`src/rtl/scan_ctrl.sv`:
```
// scan_ctrl: debounced up/down display-mode selector for the VGA path.
// Pending mode changes are committed to sdata only at frame_start.
module scan_ctrl #(
  parameter int DB_CYCLES = 20,
  parameter int NUM_MODES = 4
) (
  input  logic       clk,
  input  logic       rst_n,
  input  logic       EN_in1,
  input  logic       EN_in0,
  input  logic       frame_start,
  output logic [1:0] sdata,
  output logic       pending,
  output logic       commit
);

  localparam int CW = $clog2(DB_CYCLES + 1);
  localparam logic [CW-1:0] CNT_LAST = CW'(DB_CYCLES - 1);
  localparam logic [1:0] MODE_LAST = 2'(NUM_MODES - 1);

  typedef enum logic {
    IDLE,
    PEND
  } state_t;

  state_t state, state_d;

  logic [1:0] btn;
  logic [1:0] sync1, sync2;
  logic [1:0] db, db_q;
  logic [CW-1:0] cnt [2];

  logic req_up, req_dn, req_any;
  logic [1:0] next_mode, mode_step;
  logic [1:0] next_mode_d, sdata_d;
  logic commit_d;

  assign btn = {EN_in1, EN_in0};

  // Index 1 is the "next" button, index 0 the "previous" button.
  always_ff @(posedge clk) begin
    if (!rst_n) begin
      sync1 <= '0;
      sync2 <= '0;
      db    <= '0;
      db_q  <= '0;
      for (int i = 0; i < 2; i++) cnt[i] <= '0;
    end else begin
      sync1 <= btn;
      sync2 <= sync1;
      db_q  <= db;
      for (int i = 0; i < 2; i++) begin
        if (sync2[i] == db[i]) begin
          cnt[i] <= '0;
        end else if (cnt[i] == CNT_LAST) begin
          db[i]  <= ~db[i];
          cnt[i] <= '0;
        end else begin
          cnt[i] <= cnt[i] + 1'b1;
        end
      end
    end
  end

  assign req_up  = db[1] & ~db_q[1];
  assign req_dn  = db[0] & ~db_q[0];
  assign req_any = req_up ^ req_dn;

  always_comb begin
    mode_step = next_mode;
    unique case (1'b1)
      (req_up & ~req_dn):
        mode_step = (next_mode == MODE_LAST) ? 2'd0 : next_mode + 2'd1;
      (req_dn & ~req_up):
        mode_step = (next_mode == 2'd0) ? MODE_LAST : next_mode - 2'd1;
      default:
        mode_step = next_mode;
    endcase
  end

  always_ff @(posedge clk) begin
    if (!rst_n) begin
      state     <= IDLE;
      next_mode <= '0;
      sdata     <= '0;
      commit    <= 1'b0;
    end else begin
      state     <= state_d;
      next_mode <= next_mode_d;
      sdata     <= sdata_d;
      commit    <= commit_d;
    end
  end

  // A request racing frame_start in IDLE waits for the next frame.
  always_comb begin
    state_d     = state;
    next_mode_d = mode_step;
    sdata_d     = sdata;
    commit_d    = 1'b0;
    unique case (state)
      IDLE: begin
        if (req_any) state_d = PEND;
      end
      PEND: begin
        if (frame_start) begin
          sdata_d  = mode_step;
          commit_d = 1'b1;
          state_d  = IDLE;
        end
      end
    endcase
  end

  assign pending = (state == PEND);

endmodule

```
`config.mk`:
```
export PLATFORM = sky130hd
export DESIGN_NAME = scan_ctrl
export DESIGN_NICKNAME = d
export VERILOG_FILES = /design/src/rtl/scan_ctrl.sv
export SDC_FILE = /design/constraint.sdc
export NUM_CORES = 1
export LEC_CHECK = 0
export ABC_CLOCK_PERIOD_IN_PS = 1900
export CAP_MARGIN = 15
export CORE_MARGIN = 1
export CORE_UTILIZATION = 25
export CTS_CLUSTER_DIAMETER = 80
export DETAILED_ROUTE_END_ITERATION = 8
export SLEW_MARGIN = 25
export SYNTH_ARGS = -nofsm -noshare
export SYNTH_HDL_FRONTEND = slang
export SYNTH_SLANG_ARGS = --single-unit
```
`constraint.sdc`:
```
create_clock -name clk -period 1.9 [get_ports clk]
set_input_delay 0.38 -clock clk [delete_from_list [all_inputs] [get_ports clk]]
set_output_delay 0.38 -clock clk [all_outputs]
set_load 0.005 [all_outputs]
```
==> metrics.md, run 1 <==
| Metric | Value |
|---|---|
| Status | `completed` |
| DR DRC count | `0` |
| RSZ-0062 raised after global routing | `no` |
| Routed vias | `around 740` |
| Total GRT Usage | `0.0811` |
| Setup total negative slack | `0 ps` |
| H-tree levels | `1` |
| First-pass GRT wire length | `3.16 mm` |
| IO Port Bufs | `8` |
| CP Class | `reg -> out` |
| Starting Density | `0.259` |
| Mux cell area share after synthesis | `0.0277` |
| Routability cong. | `around 0.63` |
| Sequential element share of the synthesized area | `0.514` |
| TritonRoute pass-1 iters | `4` |
| Post-route ant nets | `0` |
| Worst Path Buf+Inv | `1` |
| CP max stage delay | `520 ps` |
| Most common cell after layout, fill and taps aside | `dfxtp_1` |
| Synth Area in XOR/XNOR | `0.0466` |
| CP endpoint kind | `output port` |
| Pwr per Cell Area | `672 nW/um^2` |
| CTS Hold Buffers Added | `0` |
| Max clock buf depth | `2` |
| Cell taking the most area after synthesis | `edfxtp_1` |
| Vias in the first global route | `between 700 and 800` |
| Post-synthesis adder-cell area fraction | `0.0665` |
| Post_cts resized | `0` |
| Crit path max-delay family | `buffers and inverters` |
| Fin util | `0.311` |
| Most used DFF post-synth | `dfxtp_1` |
| LEAKAGE | `about 0.57 nW` |
| Max_cap viols | `0` |
| Die X | `around 69 um` |
| Simple-Gate Fraction of Synth Area | `0.233` |
| Post-Syn Instances | `103` |
| Period Utilization, post-route | `0.809` |
| Root Driver | `clkbuf_8` |
| Largest net degree at the start of global routing | `15` |
| Cell Chain, Critical Path | `clkdlybuf4s50_1` |
| GRT overflow | `0` |
| Slew Viols, Final | `0` |
| #FFs+latches synth | `24` |
| Worst path arrival time | `1160 ps` |
| WL final | `between 1.5 and 2 mm` |
| Initial antenna violation count | `0` |
| Num CTS Buffers | `3` |
| Critical path peak fanout | `4` |
| Boundary Pins | `9` |
| TritonCTS clock tree | `built` |
| Row count | `24` |
| # diodes | `0` |
| Largest family of logic cells by synthesized area | `simple AND/OR/NAND/NOR gates` |
| WP data required | `1520 ps` |
| Crit path launch type | `flop` |
| Layout cell share with drive strength beyond 1 | `0.0484` |
| Post-synth EDFFs | `10` |
| Reg clk slew, reported paths | `roughly 80 ps` |
| Slowest cell on crit path | `clkdlybuf4s50_1` |
| Met3 usage | `0.0189` |
| Area delta synth->final | `20.1%` |
| Die Y | `about 70 um` |
| Post-synth cell types | `29` |
| Fillers | `424` |
| Vias per cell | `~4.2` |
| Synth Area in Compound Gates | `0.0743` |
| Detailed Place HPWL | `about 1.4 mm` |
| Avg Synthesized Cell Area | `11.0 sq um` |
| VDD IR max | `between 0.4 and 0.5 mV` |
| Commonest non-fill, non-tap cells in the layout | `dfxtp_1 (14), nor2_1 (10), edfxtp_1 (10), conb_1 (10), inv_1 (9)` |
| Most used routing layer | `met2` |
| CTS Sinks | `24` |
| HP Class | `reg -> reg` |
| Grt met1 use | `0.0956` |
| F_max | `roughly 0.65 GHz` |
| Endpoints failing setup | `0` |
| Yosys warns | `0` |
| Die footprint | `approximately 4800 sq um` |
| Core area | `~4400 sq um` |
| Async S/R FF share, synth | `0` |
| Met2 global-route usage | `0.140` |
| Setup Buffers After CTS | `0` |
| Fin crit period | `roughly 1500 ps` |
| Worst setup skew after layout | `between 2 and 2.5 ps` |
| Clk Latency, worst-skew pair | `~260 ps` |
| Iteration-0 DRC Markers | `9` |
| Final Net Count | `roughly 140` |
| Final Hold Fails | `0` |
| Share of the synthesized area in the top cell type | `0.266` |
| Synth top area cells | `edfxtp_1 (27%), dfxtp_1 (25%), ha_1 (6.7%)` |
| Mapped Area | `around 1100 sq um` |
| Routed WL per cell | `approximately 10 um` |
==> per-stage QoR <==
stage / instances / total power [mW] / area [sq um] / setup slack (ps) / hold WS, ps
2_1_floorplan: 112 / 0.602 / 1160 / 565 / 412
3_3_place_gp: 172 / 0.619 / 1310 / 302 / 415
3_5_place_dp: 172 / 0.623 / 1310 / 227 / 418
4_1_cts: 176 / 0.930 / 1360 / 339 / 448
5_1_grt: 176 / 0.950 / 1360 / 299 / 451
6_report: 176 / 0.910 / 1360 / 363 / 440
==> per-layer routing <==
metal / up-vias / wire [um]
met1: 351 / 862
met4: 0 / 17
li1: 380 / -
met3: 2 / 41
met5: - / 0
met2: 5 / 868
==> state kept, by name, summed over array words and instances (netlist names) <==
register	count
cnt	10
db	2
db_q	2
next_mode	2
sdata	2
sync1	2
sync2	2
commit	1
pending	1
==> path summary, 6_finish.rpt <==
path | endpoint | startpoint | slack [ps] | cells after the start
hold reg to reg | sync2[0] | sync1[0] | 440 | 1
setup / recovery | pending | pending | 360 | 1
setup reg to reg | sdata[1] | next_mode[0] | 410 | 5
hold / removal | sync2[0] | sync1[0] | 440 | 1
==> logic make-up after synthesis <==
family,count (synthesis)
adders and majority gates,6
other,1
buffers and inverters,10
muxes,3
DFF,24
xor gates and xnor gates,6
AOI/OAI and AO/OA,13
and+or+nand+nor,40
==> cells in the mapped netlist, types with 2 or more instances <==
cell type,number
nand2b_1,4
inv_1,9
edfxtp_1,10
a31oi_1,3
nor2b_1,5
nand3b_1,3
nand2_1,3
nor2_1,10
nand4b_1,2
nand3_1,2
xor2_1,4
xnor2_1,2
mux2i_1,2
ha_1,6
o21ai_1,5
dfxtp_1,14
and2_1,7
==> cell type report <==
type | count | area (sq um) | share of cell area
repair buffers | 9 | 87.6 | 0.0646
multi-input cells | 78 | 543 | 0.401
clock inverters | 1 | 3.75 | 0.00277
clock buffers | 3 | 41.3 | 0.0305
flip-flops and latches | 24 | 581 | 0.428
inverters | 9 | 33.8 | 0.0249
well taps | 52 | 65.1 | 0.0480
==> power breakdown <==
group	switching, mW	total (mW)	leakage [nW]	internal, mW
clock	0.155	0.299	0.0231	0.144
sequential	0.0125	0.563	0.217	0.550
combinational	0.0221	0.0481	0.329	0.0260
total	0.190	0.910	0.569	0.720
(Power assumes the default switching activity.)
==> run 2, diff against run 1 <==
--- a/config.mk
+++ b/config.mk
@@ -5,7 +5,7 @@
 export SDC_FILE = /design/constraint.sdc
 export NUM_CORES = 1
 export LEC_CHECK = 0
-export ABC_CLOCK_PERIOD_IN_PS = 1900
+export ABC_CLOCK_PERIOD_IN_PS = 1300
 export CAP_MARGIN = 15
 export CORE_MARGIN = 1
 export CORE_UTILIZATION = 25
==> constraint.sdc (replaced) <==
create_clock -name clk -period 1.3 [get_ports clk]
set_input_delay 0.26 -clock clk [delete_from_list [all_inputs] [get_ports clk]]
set_output_delay 0.26 -clock clk [all_outputs]
set_load 0.005 [all_outputs]
==> run 2 against run 1 <==
Net effect:
- the flow now finishes with violations (setup timing)
- worst hold slack improved by 1.4 ps
- combinational power increased by 120%
- clock power increased by 73%
- clock-buffer cell count increased by 1
- global-route usage increased by 0.98 points
- sequential share of layout area decreased by 5.7 points
- die area unchanged
- sequential cell count unchanged
- critical path type is now reg -> reg
- largest cell class is now multi-input gates
- largest power group unchanged
==> metrics.md, run 2 (synthesis results as in run 1) <==
| Metric | Value |
|---|---|
| R2r setup slk | `-4 ps` |
| Period Utilization, post-route | `1.00` |
| Fin util | `0.362` |
| Most common cell after layout, fill and taps aside | `buf_4` |
| TritonRoute pass-1 iters | `4` |
| Die footprint | `4790 sq um` |
| Setup total negative slack | `-7.90 ps` |
| Critical path peak fanout | `4` |
| Max FFs per register | `10` |
| Boundary Pins | `9` |
| Post-route ant nets | `0` |
| Pwr Total | `1.44 mW` |
| Die Y | `around 69 um` |
| Reg clk slew, reported paths | `around 90 ps` |
| Slew Viols, Final | `0` |
| Iteration-0 DRC Markers | `10` |
| Largest net degree at the start of global routing | `14` |
| DR DRC count | `0` |
| Violated checks | `setup timing` |
| RSZ-0062 raised after global routing | `yes` |
| Fin crit period | `roughly 1300 ps` |
| Max_cap viols | `0` |
| Reg2reg end | `cnt[0][3]` |
| Total GRT Usage | `0.0909` |
| Die X | `69.2 um` |
| Routability cong. | `~0.62` |
| HP Class | `reg -> reg` |
| Layout cell share with drive strength beyond 1 | `0.326` |
| Pwr per Cell Area | `between 900 and 1000 nW/um^2` |
| WL final | `between 2 and 2.5 mm` |
| IO Port Bufs | `8` |
| Endpoints failing setup | `2` |
| CP endpoint kind | `flop` |
| Worst Setup SP | `cnt[0][1]` |
| Vias in the first global route | `830` |
| Fillers | `around 440` |
| Final Net Count | `156` |
| Routed WL per cell | `~10 um` |
| Reg-to-reg startpoint | `cnt[0][1]` |
| F_max | `about 0.77 GHz` |
| Commonest non-fill, non-tap cells in the layout | `buf_4 (21), edfxtp_1 (10), conb_1 (10), dfxtp_1 (10), and2_1 (7)` |
| LEAKAGE | `0.697 nW` |
| Starting Density | `0.259` |
| WP data required | `about 1300 ps` |
| H-tree levels | `1` |
| Detailed Place HPWL | `~1.4 mm` |
| Final Hold Fails | `0` |
| Clk Latency, worst-skew pair | `270 ps` |
| Routed vias | `815` |
| VDD IR max | `roughly 0.66 mV` |
| GRT overflow | `0` |
| CP endpoint | `cnt[0][3]` |
| Initial antenna violation count | `0` |
| Num CTS Buffers | `3` |
| Vias per cell | `around 4.2` |
| Max clock buf depth | `2` |
| Most flop-heavy register | `cnt` |
| Worst setup skew after layout | `around 0.83 ps` |
| Final WS setup | `-4.42 ps` |
| TritonCTS clock tree | `built` |
| Worst path arrival time | `between 1000 and 1500 ps` |
| First-pass GRT wire length | `between 3 and 4 mm` |
| Row count | `24` |
| Status | `complete, but fails checks` |
| # diodes | `0` |
| Core area | `between 4000 and 5000 sq um` |
| CTS Sinks | `24` |
| Root Driver | `clkbuf_8` |
| Area delta synth->final | `39.7%` |
| Crit path launch type | `flop` |
| CP Class | `reg -> reg` |
| R2R depth | `4` |
==> run 2: cell types whose count changed in the layout (fill, tap and decap cells not counted), moves of 2 or more <==
cell	change
inv_2	+4
ha_4	+2
buf_4	+20
dfxtp_2	+4
inv_1	-4
dfxtp_1	-4
dlygate4sd2_1	+4
nor2_1	-4
ha_2	+3
nor2_2	+4
ha_1	-5
clkdlybuf4s50_1	-4
==> run 2: what timing repair did <==
item                                    4_1_cts  5_1_grt
pin swaps                                     6        9
endpoints found under the setup margin       11       13
buffers inserted                              3        2
resized for setup                            14       10
hold buffers                                  0        0
==> run 2: cell type report <==
class	count	area [sq um]	share of cell area
clock buffers	4	55.1	0.0349
inverters	9	33.8	0.0214
multi-input cells	78	604	0.383
flip-flops and latches	24	586	0.371
well taps	52	65.1	0.0413
repair buffers	29	233	0.148
==> run 2: worst max-delay path, stage by stage, from the launching register on <==
cell      delay (ps)
edfxtp_1         370
ha_2             190
nor4bb_4         210
nand3b_1         200
nor2_1            80
==> run 2: metrics by stage <==
step	setup WS [ps]	cell area (sq um)	std cells	hold slack [ps]
floorplan	7.43	1170	112	387
global placement	-10.6	1430	187	420
detailed placement	-30.8	1430	187	424
CTS	-20.6	1530	194	445
global route	-87.4	1580	196	465
finish	-4.42	1580	196	441
==> run 2: where the power goes <==
| group | switching [mW] | leakage (nW) | internal [mW] |
|---|---|---|---|
| registers | 0.0126 | 0.219 | 0.804 |
| clock network | 0.246 | 0.0288 | 0.271 |
| logic | 0.0469 | 0.450 | 0.0602 |
==> run 2: worst min-delay path by stage <==
stage	depth (start not counted)	from	slack, ps	end
6_report	1	sync1[0]	440	sync2[0]
5_1_grt	1	sync1[0]	460	sync2[0]
4_1_cts	1	sync1[0]	450	sync2[0]
3_5_place_dp	1	sync1[0]	420	sync2[0]
3_3_place_gp	1	sync1[0]	420	sync2[0]
2_1_floorplan	1	EN_in0	390	sync1[0]
==> run 2: routing by layer <==
metal,wire [um],part of all wire,GRT usage,up-vias
li1,-,-,-,425
met1,986,0.49,0.105,373
met2,957,0.47,0.164,14
met3,78,0.038,0.0276,3
met4,8,0.0039,0.0204,0
met5,0,0,0,-
==> run 3, diff against run 2 <==
--- a/config.mk
+++ b/config.mk
@@ -11,6 +11,7 @@
 export CORE_UTILIZATION = 25
 export CTS_CLUSTER_DIAMETER = 80
 export DETAILED_ROUTE_END_ITERATION = 8
+export RECOVER_POWER = 25
 export SLEW_MARGIN = 25
 export SYNTH_ARGS = -nofsm -noshare
 export SYNTH_HDL_FRONTEND = slang
==> run 3 against run 2 <==
Net effect:
- the flow still finishes with violations (setup timing)
- cell count unchanged
- wire length decreased by 0.15%
- die area unchanged
- critical path type unchanged
- critical path depth unchanged
- core utilization decreased by 0.17 points
- sequential share of layout area increased by 0.18 points
- register-to-register slack about the same
- combinational power about the same
- clock power about the same
- clock-buffer cell count unchanged
- setup slack about the same
- worst hold slack improved by 3.0 ps
==> metrics.md, run 3 (synthesis results as in run 1) <==
| Metric | Value |
|---|---|
| Worst setup skew after layout | `0.829 ps` |
| RSZ-0062 raised after global routing | `yes` |
| CP max stage delay | `about 370 ps` |
| Most common cell after layout, fill and taps aside | `buf_4` |
| Row count | `24` |
| Endpoints failing setup | `2` |
| CTS Hold Buffers Added | `0` |
| Die footprint | `4790 sq um` |
| Worst path arrival time | `around 1300 ps` |
| Routability cong. | `just over 0.6` |
| Cell Chain, Critical Path | `ha_2, nor4bb_4, nand3b_1, nor2_1` |
| WP data required | `1320 ps` |
| Pre-CTS setup slack | `-30.8 ps` |
| Max clock buf depth | `2` |
| Starting Density | `0.259` |
| Worst Path Buf+Inv | `0` |
| Fin util | `0.360` |
| Commonest non-fill, non-tap cells in the layout | `buf_4 (19), edfxtp_1 (10), conb_1 (10), dfxtp_1 (10)` |
| Most flop-heavy register | `cnt` |
| Fin crit period | `1300 ps` |
| Critical path peak fanout | `4` |
| Die Y | `between 60 and 70 um` |
| CP Class | `reg -> reg` |
| Die X | `between 60 and 70 um` |
| Initial antenna violation count | `0` |
| Detailed Place HPWL | `roughly 1.4 mm` |
| Final Net Count | `156` |
| Clk Latency, worst-skew pair | `between 200 and 300 ps` |
| DR DRC count | `0` |
| Max_cap viols | `0` |
| H-tree levels | `1` |
| HP Class | `reg -> reg` |
| Period Utilization, post-route | `1.00` |
| # diodes | `0` |
| Area delta synth->final | `39.0%` |
| Max FFs per register | `10` |
| WL final | `about 2.0 mm` |
| Slowest cell on crit path | `edfxtp_1` |
| VDD IR max | `~0.66 mV` |
| Total GRT Usage | `0.0909` |
| Reg clk slew, reported paths | `~90 ps` |
| Status | `complete, but fails checks` |
| Post-route ant nets | `0` |
| Root Driver | `clkbuf_8` |
| Num CTS Buffers | `3` |
| CP endpoint kind | `flop` |
| TritonRoute pass-1 iters | `4` |
| F_max | `0.767 GHz` |
| Slew Viols, Final | `0` |
| Final WS setup | `-4.42 ps` |
| GRT overflow | `0` |
| Pwr per Cell Area | `just over 900 nW/um^2` |
| TritonCTS clock tree | `built` |
| Crit path launch type | `flop` |
| CTS Sinks | `24` |
| Routed vias | `between 800 and 900` |
| IO Port Bufs | `8` |
| First-pass GRT wire length | `3.55 mm` |
| Crit path max-delay family | `simple AND/OR/NAND/NOR gates` |
| Violated checks | `setup timing` |
| LEAKAGE | `0.689 nW` |
| Vias in the first global route | `between 800 and 900` |
| Layout cell share with drive strength beyond 1 | `0.313` |
| Pwr Total | `1.44 mW` |
| Boundary Pins | `9` |
| Routed WL per cell | `roughly 10 um` |
| Iteration-0 DRC Markers | `10` |
| Vias per cell | `approximately 4.1` |
| Largest net degree at the start of global routing | `14` |
| Final Hold Fails | `0` |
| Core area | `about 4400 sq um` |
run 3: cell count changes in the layout (fill, tap and decap cells not counted), sizes merged:
cell,previous run,this run
buf,21,19
clkbuf,4,6
run 3: final timing paths:
kind	start	to	slack [ps]	cells past startpoint
hold reg to reg	sync1[0]	sync2[0]	440	1
setup / recovery	cnt[0][1]	cnt[0][3]	-4	4
hold / removal	sync1[0]	sync2[0]	440	1
setup reg to reg	cnt[0][1]	cnt[0][3]	-4	4
run 3: report_power, final:
| group | switching [mW] | internal, mW | total (mW) |
|---|---|---|---|
| combinational | 0.0468 | 0.0574 | 0.104 |
| clock | 0.246 | 0.271 | 0.517 |
| sequential | 0.0127 | 0.804 | 0.816 |
| total | 0.305 | 1.13 | 1.44 |
run 3: timing repair:
item | in CTS | in global routing
endpoints found under the setup margin | 11 | 13
pin swaps | 6 | 9
gates resized for setup | 14 | 10
setup buffers | 3 | 2
run 3: worst reg2reg max path: stages, from the launching register on:
cell	delay [ps]
edfxtp_1	370
ha_2	200
nor4bb_4	210
nand3b_1	200
nor2_1	80
run 3: final cells by class:
type,instances,area (sq um)
inverters,9,33.8
clock buffers,4,55.1
flip-flops and latches,24,586
multi-input cells,78,604
fillers,439,2790
repair buffers,29,225
well taps,52,65.1
run 3: stage by stage:
step           instances  cell area (sq um)  TNS (ps)  hold WS [ps]
3_3_place_gp         187               1430     -17.7           420
6_report             196               1570     -7.83           444
4_1_cts              194               1530     -21.0           445
2_1_floorplan        112               1170         0           387
3_5_place_dp         187               1430     -85.4           424
5_1_grt              196               1570      -477           466
run 3: layer usage:
metal  track usage  up-vias  wire length (um)
met5             0        -                 0
met4        0.0204        0                 8
met3        0.0276        3                62
met2         0.164        9               960
met1         0.105      372               995
li1              -      425                 -
